### config.mk
export PLATFORM = sky130hd
export DESIGN_NAME = lsu_mem_stage
export DESIGN_NICKNAME = d
export VERILOG_FILES = /design/src/rtl/riscv_inst_pkg.sv /design/src/rtl/lsu_load_align.sv /design/src/rtl/lsu_mem_stage.sv
export SDC_FILE = /design/constraint.sdc
export NUM_CORES = 1
export LEC_CHECK = 0
export ABC_AREA = 1
export BUFFER_PORTS_ARGS = -buffer_cell sky130_fd_sc_hd__buf_2
export CAP_MARGIN = 10
export CORE_MARGIN = 2
export CORE_UTILIZATION = 50
export CTS_CLUSTER_SIZE = 14
export DETAILED_ROUTE_END_ITERATION = 8
export PLACE_DENSITY = 0.85
export SLEW_MARGIN = 10
export SYNTH_ARGS = -nofsm -noshare
export SYNTH_HDL_FRONTEND = slang
export SYNTH_SLANG_ARGS = --single-unit
### constraint.sdc
create_clock -name clk -period 2.7 [get_ports clk]
set_clock_uncertainty 0.05 [all_clocks]
set_input_delay 0.135 -clock clk [delete_from_list [all_inputs] [get_ports clk]]
set_output_delay 0.135 -clock clk [all_outputs]
set_load 0.05 [all_outputs]
### src/rtl/riscv_inst_pkg.sv
// Shared encodings for the load/store stage: one-hot instruction constants,
// FSM states, byte strobes, the decoded memory-op payload and decode helpers.
package riscv_inst_pkg;

    localparam logic [63:0] inst_lb  = 64'd1 << 10;
    localparam logic [63:0] inst_lh  = 64'd1 << 11;
    localparam logic [63:0] inst_lw  = 64'd1 << 12;
    localparam logic [63:0] inst_lbu = 64'd1 << 13;
    localparam logic [63:0] inst_lhu = 64'd1 << 14;
    localparam logic [63:0] inst_sb  = 64'd1 << 15;
    localparam logic [63:0] inst_sh  = 64'd1 << 16;
    localparam logic [63:0] inst_sw  = 64'd1 << 17;

    typedef enum logic [1:0] {
        ST_IDLE   = 2'd0,
        ST_ACCESS = 2'd1,
        ST_WAIT   = 2'd2,
        ST_RESP   = 2'd3
    } lsu_state_e;

    localparam logic [3:0] WE_NONE = 4'b0000;
    localparam logic [3:0] WE_BYTE = 4'b0001;
    localparam logic [3:0] WE_HLO  = 4'b0011;
    localparam logic [3:0] WE_HHI  = 4'b1100;
    localparam logic [3:0] WE_WORD = 4'b1111;

    typedef enum logic [1:0] {
        SZ_B = 2'd0,
        SZ_H = 2'd1,
        SZ_W = 2'd2
    } mem_size_e;

    typedef struct packed {
        logic      is_load;
        logic      is_store;
        mem_size_e size;
        logic      is_unsigned;
    } mem_op_t;

    typedef struct packed {
        mem_op_t    op;
        logic [1:0] offset;
        logic [4:0] rd;
    } lsu_req_t;

    function automatic mem_op_t decode_op(input logic [63:0] inst);
        mem_op_t op;
        op = '{is_load: 1'b0, is_store: 1'b0, size: SZ_W, is_unsigned: 1'b0};
        case (inst)
            inst_lb:  op = '{1'b1, 1'b0, SZ_B, 1'b0};
            inst_lh:  op = '{1'b1, 1'b0, SZ_H, 1'b0};
            inst_lw:  op = '{1'b1, 1'b0, SZ_W, 1'b0};
            inst_lbu: op = '{1'b1, 1'b0, SZ_B, 1'b1};
            inst_lhu: op = '{1'b1, 1'b0, SZ_H, 1'b1};
            inst_sb:  op = '{1'b0, 1'b1, SZ_B, 1'b0};
            inst_sh:  op = '{1'b0, 1'b1, SZ_H, 1'b0};
            inst_sw:  op = '{1'b0, 1'b1, SZ_W, 1'b0};
            default:  ;
        endcase
        return op;
    endfunction

    function automatic logic misaligned(input mem_op_t op, input logic [1:0] lo);
        return (op.is_load || op.is_store) &&
               (((op.size == SZ_H) && lo[0]) || ((op.size == SZ_W) && (lo != 2'b00)));
    endfunction

    function automatic logic [31:0] align_addr(input mem_op_t op, input logic [31:0] a);
        logic [31:0] r;
        r = a;
        if (op.size == SZ_H) r[0] = 1'b0;
        if (op.size == SZ_W) r[1:0] = 2'b00;
        return r;
    endfunction

    function automatic logic [3:0] store_strobe(input mem_size_e size, input logic [1:0] lo);
        case (size)
            SZ_B:    return WE_BYTE << lo;
            SZ_H:    return lo[1] ? WE_HHI : WE_HLO;
            default: return WE_WORD;
        endcase
    endfunction

endpackage

### src/rtl/lsu_load_align.sv
// Selects the addressed byte/half of a read word and sign- or zero-extends it.
module lsu_load_align
    import riscv_inst_pkg::*;
(
    input  logic [31:0] word,
    input  logic [1:0]  offset,
    input  mem_size_e   size,
    input  logic        is_unsigned,
    output logic [31:0] value_c
);

    logic [7:0]  byte_sel;
    logic [15:0] half_sel;

    always_comb begin
        byte_sel = word[{offset, 3'b000} +: 8];
        half_sel = offset[1] ? word[31:16] : word[15:0];
        case (size)
            SZ_B:    value_c = is_unsigned ? {24'd0, byte_sel} : {{24{byte_sel[7]}}, byte_sel};
            SZ_H:    value_c = is_unsigned ? {16'd0, half_sel} : {{16{half_sel[15]}}, half_sel};
            default: value_c = word;
        endcase
    end

endmodule

### src/rtl/lsu_mem_stage.sv
// Load/store stage between execute and word-addressed data memory.
// Build option LSU_MISALIGN_TRAP_EN: trap misaligned ops instead of force-aligning them.
module lsu_mem_stage
    import riscv_inst_pkg::*;
#(
    parameter int unsigned RD_LAT    = 1,
    parameter int unsigned MEM_WORDS = 131072
) (
    input  logic        clk,
    input  logic        reset_n,
    input  logic        req_valid,
    output logic        req_ready,
    input  logic [63:0] Single_Instruction,
    input  logic [31:0] rs1_val,
    input  logic [31:0] imm,
    input  logic [31:0] rs2_val,
    input  logic [4:0]  rd_in,
    output logic        mem_en,
    output logic [3:0]  mem_we,
    output logic [31:0] mem_addr,
    output logic [31:0] mem_wdata,
    input  logic [31:0] mem_rdata,
    output logic        rsp_valid,
    input  logic        rsp_ready,
    output logic [31:0] rsp_data,
    output logic [4:0]  rsp_rd,
    output logic        rsp_wb,
    output logic        rsp_err
);

    localparam int unsigned CNT_W     = 2;
    localparam int unsigned MEM_BYTES = MEM_WORDS * 4;
    // MEM_WORDS is a power of two, so the wrap is a mask
    localparam logic [31:0] ADDR_MASK = 32'(MEM_BYTES - 1);

    lsu_state_e        state_q, state_d;
    lsu_req_t          req_q, req_d;
    logic [CNT_W-1:0]  cnt_q, cnt_d;

    logic        req_ready_d, mem_en_d, rsp_valid_d, rsp_wb_d, rsp_err_d;
    logic [3:0]  mem_we_d;
    logic [31:0] mem_addr_d, mem_wdata_d, rsp_data_d;
    logic [4:0]  rsp_rd_d;

    logic        accept;
    mem_op_t     in_op;
    logic [31:0] in_addr_raw, in_addr;
    logic        in_trap;
    logic [31:0] load_c;

    assign accept      = req_valid & req_ready;
    assign in_op       = decode_op(Single_Instruction);
    assign in_addr_raw = rs1_val + imm;

`ifdef LSU_MISALIGN_TRAP_EN
    assign in_addr = in_addr_raw;
    assign in_trap = misaligned(in_op, in_addr_raw[1:0]);
`else
    assign in_addr = align_addr(in_op, in_addr_raw);
    assign in_trap = 1'b0;
`endif

    lsu_load_align u_align (
        .word        (mem_rdata),
        .offset      (req_q.offset),
        .size        (req_q.op.size),
        .is_unsigned (req_q.op.is_unsigned),
        .value_c     (load_c)
    );

    always_ff @(posedge clk or negedge reset_n) begin
        if (!reset_n) state_q <= ST_IDLE;
        else          state_q <= state_d;
    end

    always_comb begin
        state_d = state_q;
        case (state_q)
            ST_IDLE:   if (accept) state_d = ((in_op.is_load || in_op.is_store) && !in_trap)
                                             ? ST_ACCESS : ST_RESP;
            ST_ACCESS: state_d = req_q.op.is_store ? ST_RESP : ST_WAIT;
            ST_WAIT:   if (cnt_q == '0) state_d = ST_RESP;
            ST_RESP:   if (rsp_ready) state_d = ST_IDLE;
            default:   state_d = ST_IDLE;
        endcase
    end

    // Next values of the registered outputs, keyed on the transition being taken
    always_comb begin
        req_ready_d = (state_d == ST_IDLE);
        mem_en_d    = 1'b0;
        mem_we_d    = WE_NONE;
        mem_addr_d  = '0;
        mem_wdata_d = '0;
        rsp_valid_d = (state_d == ST_RESP);
        rsp_data_d  = rsp_data;
        rsp_rd_d    = rsp_rd;
        rsp_wb_d    = rsp_wb;
        rsp_err_d   = rsp_err;
        req_d       = req_q;
        cnt_d       = cnt_q;

        if (state_q == ST_IDLE && accept) begin
            req_d = '{op: in_op, offset: in_addr[1:0], rd: rd_in};
        end
        if (state_q == ST_IDLE && state_d == ST_ACCESS) begin
            mem_en_d   = 1'b1;
            mem_addr_d = {in_addr[31:2], 2'b00} & ADDR_MASK;
            if (in_op.is_store) begin
                mem_we_d = store_strobe(in_op.size, in_addr[1:0]);
                case (in_op.size)
                    SZ_B:    mem_wdata_d = {4{rs2_val[7:0]}};
                    SZ_H:    mem_wdata_d = {2{rs2_val[15:0]}};
                    default: mem_wdata_d = rs2_val;
                endcase
            end
        end
        if (state_q == ST_IDLE && state_d == ST_RESP) begin
            rsp_data_d = in_trap ? in_addr_raw : '0;
            rsp_rd_d   = rd_in;
            rsp_wb_d   = 1'b0;
            rsp_err_d  = in_trap;
        end
        if (state_q == ST_ACCESS) begin
            cnt_d = CNT_W'(RD_LAT - 1);
            if (state_d == ST_RESP) begin
                rsp_data_d = '0;
                rsp_rd_d   = req_q.rd;
                rsp_wb_d   = 1'b0;
                rsp_err_d  = 1'b0;
            end
        end
        if (state_q == ST_WAIT) begin
            if (cnt_q != '0) cnt_d = cnt_q - CNT_W'(1);
            if (state_d == ST_RESP) begin
                rsp_data_d = load_c;
                rsp_rd_d   = req_q.rd;
                rsp_wb_d   = req_q.op.is_load && (req_q.rd != '0);
                rsp_err_d  = 1'b0;
            end
        end
        if (state_d == ST_IDLE) begin
            rsp_data_d = '0;
            rsp_rd_d   = '0;
            rsp_wb_d   = 1'b0;
            rsp_err_d  = 1'b0;
        end
    end

    always_ff @(posedge clk or negedge reset_n) begin
        if (!reset_n) begin
            req_ready <= 1'b0;
            mem_en    <= 1'b0;
            mem_we    <= WE_NONE;
            mem_addr  <= '0;
            mem_wdata <= '0;
            rsp_valid <= 1'b0;
            rsp_data  <= '0;
            rsp_rd    <= '0;
            rsp_wb    <= 1'b0;
            rsp_err   <= 1'b0;
            req_q     <= '0;
            cnt_q     <= '0;
        end else begin
            req_ready <= req_ready_d;
            mem_en    <= mem_en_d;
            mem_we    <= mem_we_d;
            mem_addr  <= mem_addr_d;
            mem_wdata <= mem_wdata_d;
            rsp_valid <= rsp_valid_d;
            rsp_data  <= rsp_data_d;
            rsp_rd    <= rsp_rd_d;
            rsp_wb    <= rsp_wb_d;
            rsp_err   <= rsp_err_d;
            req_q     <= req_d;
            cnt_q     <= cnt_d;
        end
    end

endmodule
==> results.toml, run 1 <==
[power_and_ir_drop]
p_leak_nw = 4.85
pwr_density_cell_nw_per_um2 = 849
ir_drop_uv = 452

[placement]
port_buffers = 269
place_worst_setup_slack_ns = 0.323
placed_cells = 1310
dp_hpwl_mm = 15.3
place_area_um2 = 8170
place.gp.congestion = 0.934

[setup_path]
r2r_cells = 9
end_kind = "register"
timing.rr.start = "state_q[1]$_DFF_PN0_"
crit_path_max_fanout = 28
required_ns = 2.94
timing.rr.end = "mem_wdata[17]$_DFF_PN0_"
startpoint_type = "register"
critPathKind = "reg2reg"
ff2ff_setup_slack_ns = 0.29
crit_arrival_ns = 2.66
setup.worst_path.end = "mem_wdata[17]$_DFF_PN0_"
crit_start = "state_q[1]$_DFF_PN0_"

[global_route]
antenna_found_initial = 0
grt.total_usage = 0.281
grt_overflow = 0
grt_pass1_vias = 6859
grt_start_max_net_pins = 60
grt_pass1_wl_mm = 32.6

[synthesis]
ys_warn_count = 0
netlist_top_cells_count = "nor2_1 (195), nand2_1 (183), dfrtp_1 (111)"
synthCells = 886
yosysSeqAreaShare = 0.410
synth_enable_flop_cells = 0
synth-seq-cells = 111
async_reset_ff_frac = 1.00
avgSynthCellArea_um2 = 7.65
yosysMostFrequentCell = "nor2_1"
syn_area_um2 = 6770
synth.distinct_cells = 54
synth_top_area_share = 0.410
synth_largest_area_cell = "dfrtp_1"
ys.flop_type = "dfrtp_1"
synthTopCellsByArea = "dfrtp_1 (41%), nor2_1 (11%), nand2_1 (10%)"

[sta]
finalSetupViolations = 0
fin_crit_sh = 0.894
fin_ws_ns = 0.286
finalHoldViolations = 0
slew_headroom = 0.468
fin_crit_ns = 2.41
slew_viol_final = 0
rsz0062_at_grt = "no"
clock.fmax_mhz = 414
finalSetupTns_ns = 0
worst_slew_pin_slew_ns = 0.797

[final_layout]
areaGrowthSynthToFinish_pct = 31.1
antenna_cells = 0
fin_util = 0.671
final_cells = 1364
drive_gt1_frac = 0.293
fin_area_um2 = 8880
layout.nets = 1403

[floorplanning]
die_w_um = 120
dieHeight_um = 120
ios = 311
core_area_um2 = 13200
dieArea_um2 = 14500
row_count = 42
start_util = 0.512

[route]
drtIter0Drc = 627
vias = 7241
drc_errors = 0
wl_per_cell_um = 15.2
antenna_left = 0
routed_wl_mm = 20.7
routed_via_density = 5.31
first_pass_iters = 7

[run_status]
status = "complete, no violations"

[hold_path]
holdPathStages = 3
hp-class = "in2reg"

[clock_tree]
clk_transition_reported_paths_ns = 0.09
worstSkewPairLatency_ns = 0.35
numClockSinks = 111
root_buffer = "clkbuf_16"
clk_path_buf_depth = 2
cts_tree = "built"
cts_buffers = 9
htree_levels = 3

[run]
cap_viol_max_count = 0
==> worst max-delay path, cell delays in order, from the launching register on <==
cell	delay [ns]
dfrtp_1	0.41
nor2_1	0.11
nand3_1	0.16
inv_1	0.19
buf_4	0.31
nand2_4	0.18
clkinv_4	0.17
o21ai_1	0.09
nor2_1	0.12
dlygate4sd3_1	0.56
==> worst min-delay path by stage <==
stage	startpoint	end	slack, ns
detailed placement	reset_n	rsp_data[2]$_DFF_PN0_	0.16
CTS	rs2_val[22]	mem_wdata[22]$_DFF_PN0_	0.001
global route	rs2_val[22]	mem_wdata[22]$_DFF_PN0_	0.007
global placement	reset_n	rsp_data[1]$_DFF_PN0_	0.15
finish	rd_in[2]	req_q[2]$_DFFE_PN0P_	0.007
floorplan	reset_n	cnt_q[0]$_DFF_PN0_	-0.21
==> placed cells by master, fill, tap and decap left out, types with 5 or more instances in the layout <==
| cell | n |
|---|---|
| buf_2 | 268 |
| a21oi_1 | 41 |
| inv_2 | 5 |
| dfrtp_1 | 111 |
| mux2i_1 | 6 |
| clkbuf_16 | 9 |
| nor2_1 | 195 |
| o21ai_1 | 8 |
| conb_1 | 15 |
| o21ai_0 | 47 |
| nand3_1 | 24 |
| xor2_1 | 7 |
| inv_1 | 61 |
| dlygate4sd3_1 | 38 |
| o21a_1 | 10 |
| ha_1 | 18 |
| nand4_1 | 20 |
| nor3_1 | 12 |
| xnor2_1 | 8 |
| nand2_2 | 7 |
| o211ai_1 | 5 |
| buf_4 | 8 |
| nor2_4 | 5 |
| nand2_1 | 183 |
| o21ai_2 | 21 |
==> metrics by stage <==
step | total power, W | hold slack (ns)
3_5_place_dp | 0.00606 | 0.158
4_1_cts | 0.00750 | 0.00146
3_3_place_gp | 0.00597 | 0.146
2_1_floorplan | 0.00522 | -0.211
5_1_grt | 0.00797 | 0.00673
6_report | 0.00754 | 0.00707
==> metal layers <==
layer  track usage  vias to the layer above  wire, um
li1              -                     3457         -
met3        0.0429                       71      1740
met5             0                        -         0
met2         0.484                      389      9970
met4         0.129                        0       824
met1         0.346                     3324      8190
==> flip-flops by register name, summed over array words and instances (netlist names) <==
| register | cells |
|---|---|
| mem_addr | 17 |
| req_q | 12 |
| mem_we | 4 |
| rsp_wb | 1 |
| rsp_err | 1 |
| req_ready | 1 |
| cnt_q | 2 |
| rsp_rd | 5 |
| state_q | 2 |
| rsp_data | 32 |
| mem_en | 1 |
| rsp_valid | 1 |
| mem_wdata | 32 |
==> cells by family (layout without fill, tap and decap cells) <==
kind of cell | after synthesis | in the layout | synth area share
flip-flops | 111 | 111 | 0.410
AO/OA/AOI/OAI | 152 | 152 | 0.138
buffers and inverters | 111 | 399 | 0.0818
AND/OR/NAND/NOR | 471 | 471 | 0.305
multiplexers | 6 | 6 | 0.00887
other | 1 | 15 | 0.000554
XOR/XNOR | 15 | 15 | 0.0194
adder cells (fa/ha/maj) | 19 | 19 | 0.0362
==> power breakdown <==
| group | switching [W] | internal (W) |
|---|---|---|
| registers | 0.000248 | 0.00204 |
| clock network | 0.000674 | 0.000748 |
| logic | 0.00276 | 0.00108 |
| total | 0.00368 | 0.00386 |
==> layout make-up <==
class / instances / area, um^2
Fill cell: 1121 / 4360
Clock inverter: 6 / 86.3
Tap cell: 176 / 220
Inverter: 68 / 260
Clock buffer: 10 / 229
Multi-Input combinational cell: 678 / 3510
Sequential cell: 111 / 2780
Timing Repair Buffer: 315 / 1800
==> timing repair <==
item                                   in CTS  in global routing
resized for setup                           0                  2
hold buffers                               38                  0
endpoints found under the hold margin      81                  0
setup endpoints to repair                   0                  6
buffers inserted                            0                  0
Power figures use the tool's default switching activity.
==> run 2: changes to the inputs <==
--- a/config.mk
+++ b/config.mk
@@ -5,15 +5,13 @@
 export SDC_FILE = /design/constraint.sdc
 export NUM_CORES = 1
 export LEC_CHECK = 0
-export ABC_AREA = 1
 export BUFFER_PORTS_ARGS = -buffer_cell sky130_fd_sc_hd__buf_2
 export CAP_MARGIN = 10
-export CORE_MARGIN = 2
-export CORE_UTILIZATION = 50
+export CORE_AREA = 2 2 122 124
 export CTS_CLUSTER_SIZE = 14
 export DETAILED_ROUTE_END_ITERATION = 8
-export PLACE_DENSITY = 0.85
-export SLEW_MARGIN = 10
+export DIE_AREA = 0 0 124 126
+export PLACE_DENSITY = 0.77
 export SYNTH_ARGS = -nofsm -noshare
 export SYNTH_HDL_FRONTEND = slang
 export SYNTH_SLANG_ARGS = --single-unit
==> run 2 against run 1 <==
Against the previous run:
- wire length decreased by 12%
- global-route usage decreased by 4.7 points
- final cell count decreased by 16%
- first-iteration DRC count decreased by 34%
- total power decreased by 16%
- design area decreased by 5.3%
- sequential power decreased by 5%
- non-clock buffer count increased by 13
- via count decreased by 16%
- fmax increased by 1.3%
- combinational power decreased by 24%
- critical endpoint is now mem_wdata[29]$_DFF_PN0_
- largest cell class unchanged
- largest power group unchanged
- highest routed layer is now met5
==> results.toml, run 2 <==
[setup_path]
crit_arrival_ns = 2.56
end_kind = "register"
crit_path_max_fanout = 19
startpoint_type = "primary input"
required_ns = 2.88
critPathKind = "in2reg"

[placement]
dp_hpwl_mm = 14.0
place.gp.congestion = 0.916
place_area_um2 = 7870
placed_cells = 1102
place_worst_setup_slack_ns = -0.0151
port_buffers = 269

[final_layout]
layout_common_cells = "buf_2 (268), dfrtp_1 (111), nand2_1 (71), nor2_1 (54), o21ai_0 (41)"
drive_gt1_frac = 0.352
areaGrowthSynthToFinish_pct = 35.7
antenna_cells = 0
top_regs = "mem_wdata: 32 flops, rsp_data: 32 flops, mem_addr: 17 flops"
fillers = 1244
layout.nets = 1177
fin_area_um2 = 8420
final_common_cell = "buf_2"
fin_util = 0.588
final_cells = 1146

[clock_tree]
worstSkewPairLatency_ns = 0.34
root_buffer = "clkbuf_16"
cts_tree = "built"
numClockSinks = 111
clk_transition_reported_paths_ns = 0.07
cts_buffers = 9
clk_path_buf_depth = 2
htree_levels = 3

[floorplanning]
dieArea_um2 = 15600
die_w_um = 124
start_util = 0.433
dieHeight_um = 126
core_area_um2 = 14300
row_count = 44
ios = 311

[global_route]
antenna_found_initial = 1
grt_pass1_vias = 5730
grt_start_max_net_pins = 89
grt_overflow = 0
grt.total_usage = 0.234
grt_pass1_wl_mm = 28.9

[power_and_ir_drop]
internal-power_w = 0.00358
p_leak_nw = 4.38
ir_drop_uv = 374
combinationalPowerShare = 0.461
pwr_density_cell_nw_per_um2 = 753
p_sw_frac = 0.436
switching_power_w = 0.00276
power_frac_clock = 0.196
seq_power_share = 0.343

[synthesis]
synth_compound_area_frac = 0.191
synth_top_area_share = 0.448
synthTopCellsByArea = "dfrtp_1 (45%), nand2_1 (4.3%), ha_1 (3.6%)"
synthMuxAreaShare = 0.0442
synth_largest_area_cell = "dfrtp_1"
synthSimpleGateAreaFrac = 0.197
ys_warn_count = 0
yosysSeqAreaShare = 0.448
synthCells = 651
synthAdderAreaFrac = 0.0395
synth.distinct_cells = 69
synth_enable_flop_cells = 0
syn_area_um2 = 6200
synth_xor_area_frac = 0.0254
ys.flop_type = "dfrtp_1"
yosysMostFrequentCell = "dfrtp_1"
netlist_top_cells_count = "dfrtp_1 (111), nand2_1 (71), nor2_1 (54)"
avgSynthCellArea_um2 = 9.53
synth-seq-cells = 111
async_reset_ff_frac = 1.00
synth_top_family_by_area = "simple AND/OR/NAND/NOR gates"

[route]
drtIter0Drc = 412
routed_wl_mm = 18.3
wl_per_cell_um = 16.0
antenna_left = 0
routed_via_density = 5.31
vias = 6082
drc_errors = 0
first_pass_iters = 5

[sta]
slew_viol_final = 0
fin_ws_ns = 0.317
fin_crit_ns = 2.38
clock.fmax_mhz = 420
finalHoldViolations = 0
slew_headroom = 0.614
fin_crit_sh = 0.883
worst_slew_pin_slew_ns = 0.579
finalSetupViolations = 0
rsz0062_at_grt = "no"

[run_status]
status = "complete, no violations"

[run]
cap_viol_max_count = 0

[hold_path]
hp-class = "in2reg"
==> run 2: changes by cell type after synthesis, moves of 17 or more <==
cell | before | now
nor2_1 | 195 | 54
nand2_1 | 183 | 71
inv_1 | 61 | 16
o21ai_2 | 21 | 1
nor2b_1 | 0 | 19
o2bb2ai_1 | 0 | 19
nand4_1 | 20 | 3
==> run 2: layout make-up <==
class,instances,area (um^2),area share
Multi-Input combinational cell,491,3140,0.373
Sequential cell,111,2780,0.330
Timing Repair Buffer,328,1940,0.230
Clock buffer,13,250,0.0297
Tap cell,184,230,0.0274
Inverter,16,60.1,0.00714
Clock inverter,3,18.8,0.00223
==> run 2: timing repair <==
| action | 4_1_cts | 5_1_grt |
|---|---|---|
| buffers inserted | 0 | 0 |
| gates resized for setup | 0 | 1 |
| hold buffers | 28 | 0 |
| endpoints found under the setup margin | 0 | 5 |
| hold endpoints to repair | 53 | 0 |
==> run 2: per-stage QoR <==
stage,setup TNS [ns],hold WS (ns),power (W)
after floorplan,0,-0.211,0.00423
after global placement,0,0.00239,0.00502
after detailed placement,-0.0506,0.000351,0.00508
after CTS,0,0.00628,0.00636
after global routing,0,0.0161,0.00672
final,0,0.0228,0.00633
==> run 2: final timing paths <==
| path | start | end | slack (ns) | cells past startpoint |
|---|---|---|---|---|
| max in group asynchronous | reset_n | mem_addr[17]$_DFF_PN0_ | 1.67 | 3 |
| worst min register to register | rsp_data[3]$_DFF_PN0_ | rsp_data[3]$_DFF_PN0_ | 0.43 | 1 |
| worst min-delay path | rs2_val[4] | mem_wdata[4]$_DFF_PN0_ | 0.02 | 2 |
| worst max register to register | state_q[1]$_DFF_PN0_ | rsp_rd[4]$_DFF_PN0_ | 0.34 | 7 |
| min in group asynchronous | reset_n | rsp_data[12]$_DFF_PN0_ | 0.17 | 2 |
| worst max-delay path | Single_Instruction[9] | mem_wdata[29]$_DFF_PN0_ | 0.32 | 9 |
==> run 2: cells by family (layout without fill, tap and decap cells) <==
family	Yosys count	count (layout)
AO/OA/AOI/OAI	171	171
XOR/XNOR	18	18
adder cells (fa/ha/maj)	19	19
buffers and inverters	63	360
flip-flops	111	111
multiplexers	23	23
other	1	15
AND/OR/NAND/NOR	245	245
==> run 2: power by group through the flow <==
stage          sequential (W)  clock, W  combinational (W)
2_1_floorplan         0.00287         0            0.00136
3_3_place_gp          0.00219         0            0.00283
3_5_place_dp          0.00220         0            0.00288
4_1_cts               0.00217   0.00127            0.00292
5_1_grt               0.00221   0.00134            0.00316
6_report              0.00217   0.00124            0.00292
==> run 2: per-layer routing <==
layer | track usage | routed length, um | part of all wire | up-vias
li1 | - | - | - | 2933
met1 | 0.308 | 7790 | 0.42 | 2888
met5 | 0 | 17 | 0.00093 | -
met2 | 0.381 | 9010 | 0.49 | 224
met3 | 0.0557 | 1130 | 0.062 | 35
met4 | 0.0747 | 386 | 0.021 | 2
==> run 2: worst max-delay path, cell delays in order <==
cell and delay (ns):
buf_2 0.11, or4_1 0.54, nor4_1 0.31, or4b_1 0.47
and4_4 0.21, o21a_2 0.24, buf_12 0.17, o221a_1 0.25
o21a_1 0.12
==> run 3: changes to the inputs <==
--- a/config.mk
+++ b/config.mk
@@ -7,11 +7,14 @@
 export LEC_CHECK = 0
 export BUFFER_PORTS_ARGS = -buffer_cell sky130_fd_sc_hd__buf_2
 export CAP_MARGIN = 10
-export CORE_AREA = 2 2 122 124
+export CELL_PAD_IN_SITES_DETAIL_PLACEMENT = 0
+export CELL_PAD_IN_SITES_GLOBAL_PLACEMENT = 1
+export CORE_ASPECT_RATIO = 0.8
+export CORE_MARGIN = 2
+export CORE_UTILIZATION = 33
 export CTS_CLUSTER_SIZE = 14
 export DETAILED_ROUTE_END_ITERATION = 8
-export DIE_AREA = 0 0 124 126
-export PLACE_DENSITY = 0.77
+export PLACE_DENSITY = 0.8
 export SYNTH_ARGS = -nofsm -noshare
 export SYNTH_HDL_FRONTEND = slang
 export SYNTH_SLANG_ARGS = --single-unit
==> constraint.sdc (replaced) <==
create_clock -name clk -period 2.6 [get_ports clk]
set_clock_uncertainty 0.05 [all_clocks]
set_input_delay 0.13 -clock clk [delete_from_list [all_inputs] [get_ports clk]]
set_output_delay 0.13 -clock clk [all_outputs]
set_load 0.05 [all_outputs]
==> run 3 against run 2 <==
Against the previous run:
- setup slack got worse by 0.12 ns
- global-route usage shrank 3.9 points
- critical path type unchanged
- total power rose by 7.6%
- wire length rose by 6.4%
- largest power group unchanged
- non-clock buffer count rose by 15
==> results.toml, run 3 (synthesis gave the netlist of run 2 again) <==
[sta]
finalSetupViolations = 0
finalHoldViolations = 0
worst_slew_pin_slew_ns = 0.716
slew_headroom = 0.522
rsz0062_at_grt = "no"
clock.fmax_mhz = 416
slew_viol_final = 0
fin_crit_sh = 0.924
fin_crit_ns = 2.40

[setup_path]
crit_path_max_fanout = 20
end_kind = "register"
required_ns = 2.79
startpoint_type = "primary input"
worst_path_max_delay_cell = "or4_1"
slowest_delay_ns = 0.54
worstPathCellList = "buf_2, or4_1, o41a_1, a211oi_2, and4_4, o21a_2, buf_4, mux2i_1, nor2_1"
r2r_cells = 8
crit_arrival_ns = 2.59
critPathKind = "in2reg"

[clock_tree]
htree_levels = 3
numClockSinks = 111
clk_path_buf_depth = 2
cts_tree = "built"
cts_post_setup_buffers_inserted = 0
worstSkewPairLatency_ns = 0.35
clk_transition_reported_paths_ns = 0.08
root_buffer = "clkbuf_16"
cts_buffers = 9

[floorplanning]
dieArea_um2 = 19900
start_util = 0.339
dieHeight_um = 127
row_count = 44
die_w_um = 157
ios = 311
core_area_um2 = 18300

[final_layout]
layout.nets = 1192
final_common_cell = "buf_2"
layout_common_cells = "buf_2 (268), dfrtp_1 (111), nand2_1 (71), nor2_1 (54), o21ai_0 (42)"
top_regs = "mem_wdata: 32 flops, rsp_data: 32 flops, mem_addr: 17 flops"
fin_util = 0.474
areaGrowthSynthToFinish_pct = 39.7
drive_gt1_frac = 0.359
fillers = 1795
antenna_cells = 0

[route]
drtIter0Drc = 320
routed_wl_mm = 19.5
vias = 6077
drc_errors = 0
first_pass_iters = 5
routed_via_density = 4.94
antenna_left = 0
wl_per_cell_um = 15.9

[hold_path]
holdPathStages = 3
hp-class = "in2reg"

[global_route]
grt_pass1_vias = 5729
grt.total_usage = 0.195
grt_overflow = 0
grt_start_max_net_pins = 58
grt_pass1_wl_mm = 30.6
antenna_found_initial = 0

[power_and_ir_drop]
p_sw_frac = 0.437
switching_power_w = 0.00298
pwr_density_cell_nw_per_um2 = 787
seq_power_share = 0.335
power_w = 0.00681
internal-power_w = 0.00384
power_frac_clock = 0.214
ir_drop_uv = 488
combinationalPowerShare = 0.451
p_leak_nw = 4.46

[placement]
place.gp.congestion = 0.802
dp_hpwl_mm = 14.8
port_buffers = 269

[run]
cap_viol_max_count = 0

[run_status]
status = "complete, no violations"
run 3: final cells by class:
type / instances / area [um^2] / area share
clock buffers: 11 / 243 / 0.0280
clock inverters: 5 / 66.3 / 0.00766
inverters: 16 / 60.1 / 0.00693
multi-input cells: 491 / 3150 / 0.363
flip-flops and latches: 111 / 2780 / 0.321
well taps: 253 / 317 / 0.0365
repair buffers: 343 / 2050 / 0.237
run 3: timing repair:
action	4_1_cts	5_1_grt
gates resized for setup	0	1
hold buffers	33	1
endpoints found under the setup margin	0	5
hold endpoints to repair	72	1
run 3: worst paths after layout:
check / start / end / slack (ns)
max: Single_Instruction[9] / mem_wdata[21]$_DFF_PN0_ / 0.20
min: mem_rdata[18] / rsp_data[18]$_DFF_PN0_ / 0.01
max reg2reg: state_q[1]$_DFF_PN0_ / rsp_data[14]$_DFF_PN0_ / 0.50
min reg2reg: rsp_data[5]$_DFF_PN0_ / rsp_data[5]$_DFF_PN0_ / 0.42
max in group asynchronous: reset_n / mem_addr[2]$_DFF_PN0_ / 1.56
min in group asynchronous: reset_n / rsp_rd[1]$_DFF_PN0_ / 0.24
run 3: metrics by stage:
| step | cells | setup slack, ns | TNS [ns] | instance area, um^2 | hold WS, ns |
|---|---|---|---|---|---|
| global placement | 1180 | -0.131 | -1.87 | 8010 | 0.0792 |
| global route | 1230 | 0.0393 | 0 | 8660 | 0.00853 |
| CTS | 1229 | 0.190 | 0 | 8650 | 0.00194 |
| floorplan | 665 | 0.192 | 0 | 6250 | -0.216 |
| detailed placement | 1180 | -0.187 | -2.71 | 8010 | 0.0831 |
| finish | 1230 | 0.199 | 0 | 8660 | 0.0136 |
run 3: metal layers:
layer	global-route usage	routed length, um	up-vias
met1	0.280	9120	2899
met3	0.0598	1460	12
met5	0	0	-
met4	0.0332	162	0
li1	-	-	2957
met2	0.294	8770	209
run 3: power groups by stage:
stage | sequential, W | combinational (W) | clock, W
after global routing | 0.00233 | 0.00333 | 0.00159
after CTS | 0.00228 | 0.00308 | 0.00150
after floorplan | 0.00298 | 0.00141 | 0
after global placement | 0.00231 | 0.00300 | 0
after detailed placement | 0.00231 | 0.00304 | 0
final | 0.00228 | 0.00307 | 0.00146
run 3: critical path, delay by kind of cell:
kind                   cells  cell delay (ns)
AOI/OAI and AO/OA          3             1.09
buffers and inverters      2             0.31
muxes                      1             0.18
and+or+nand+nor            3             0.86
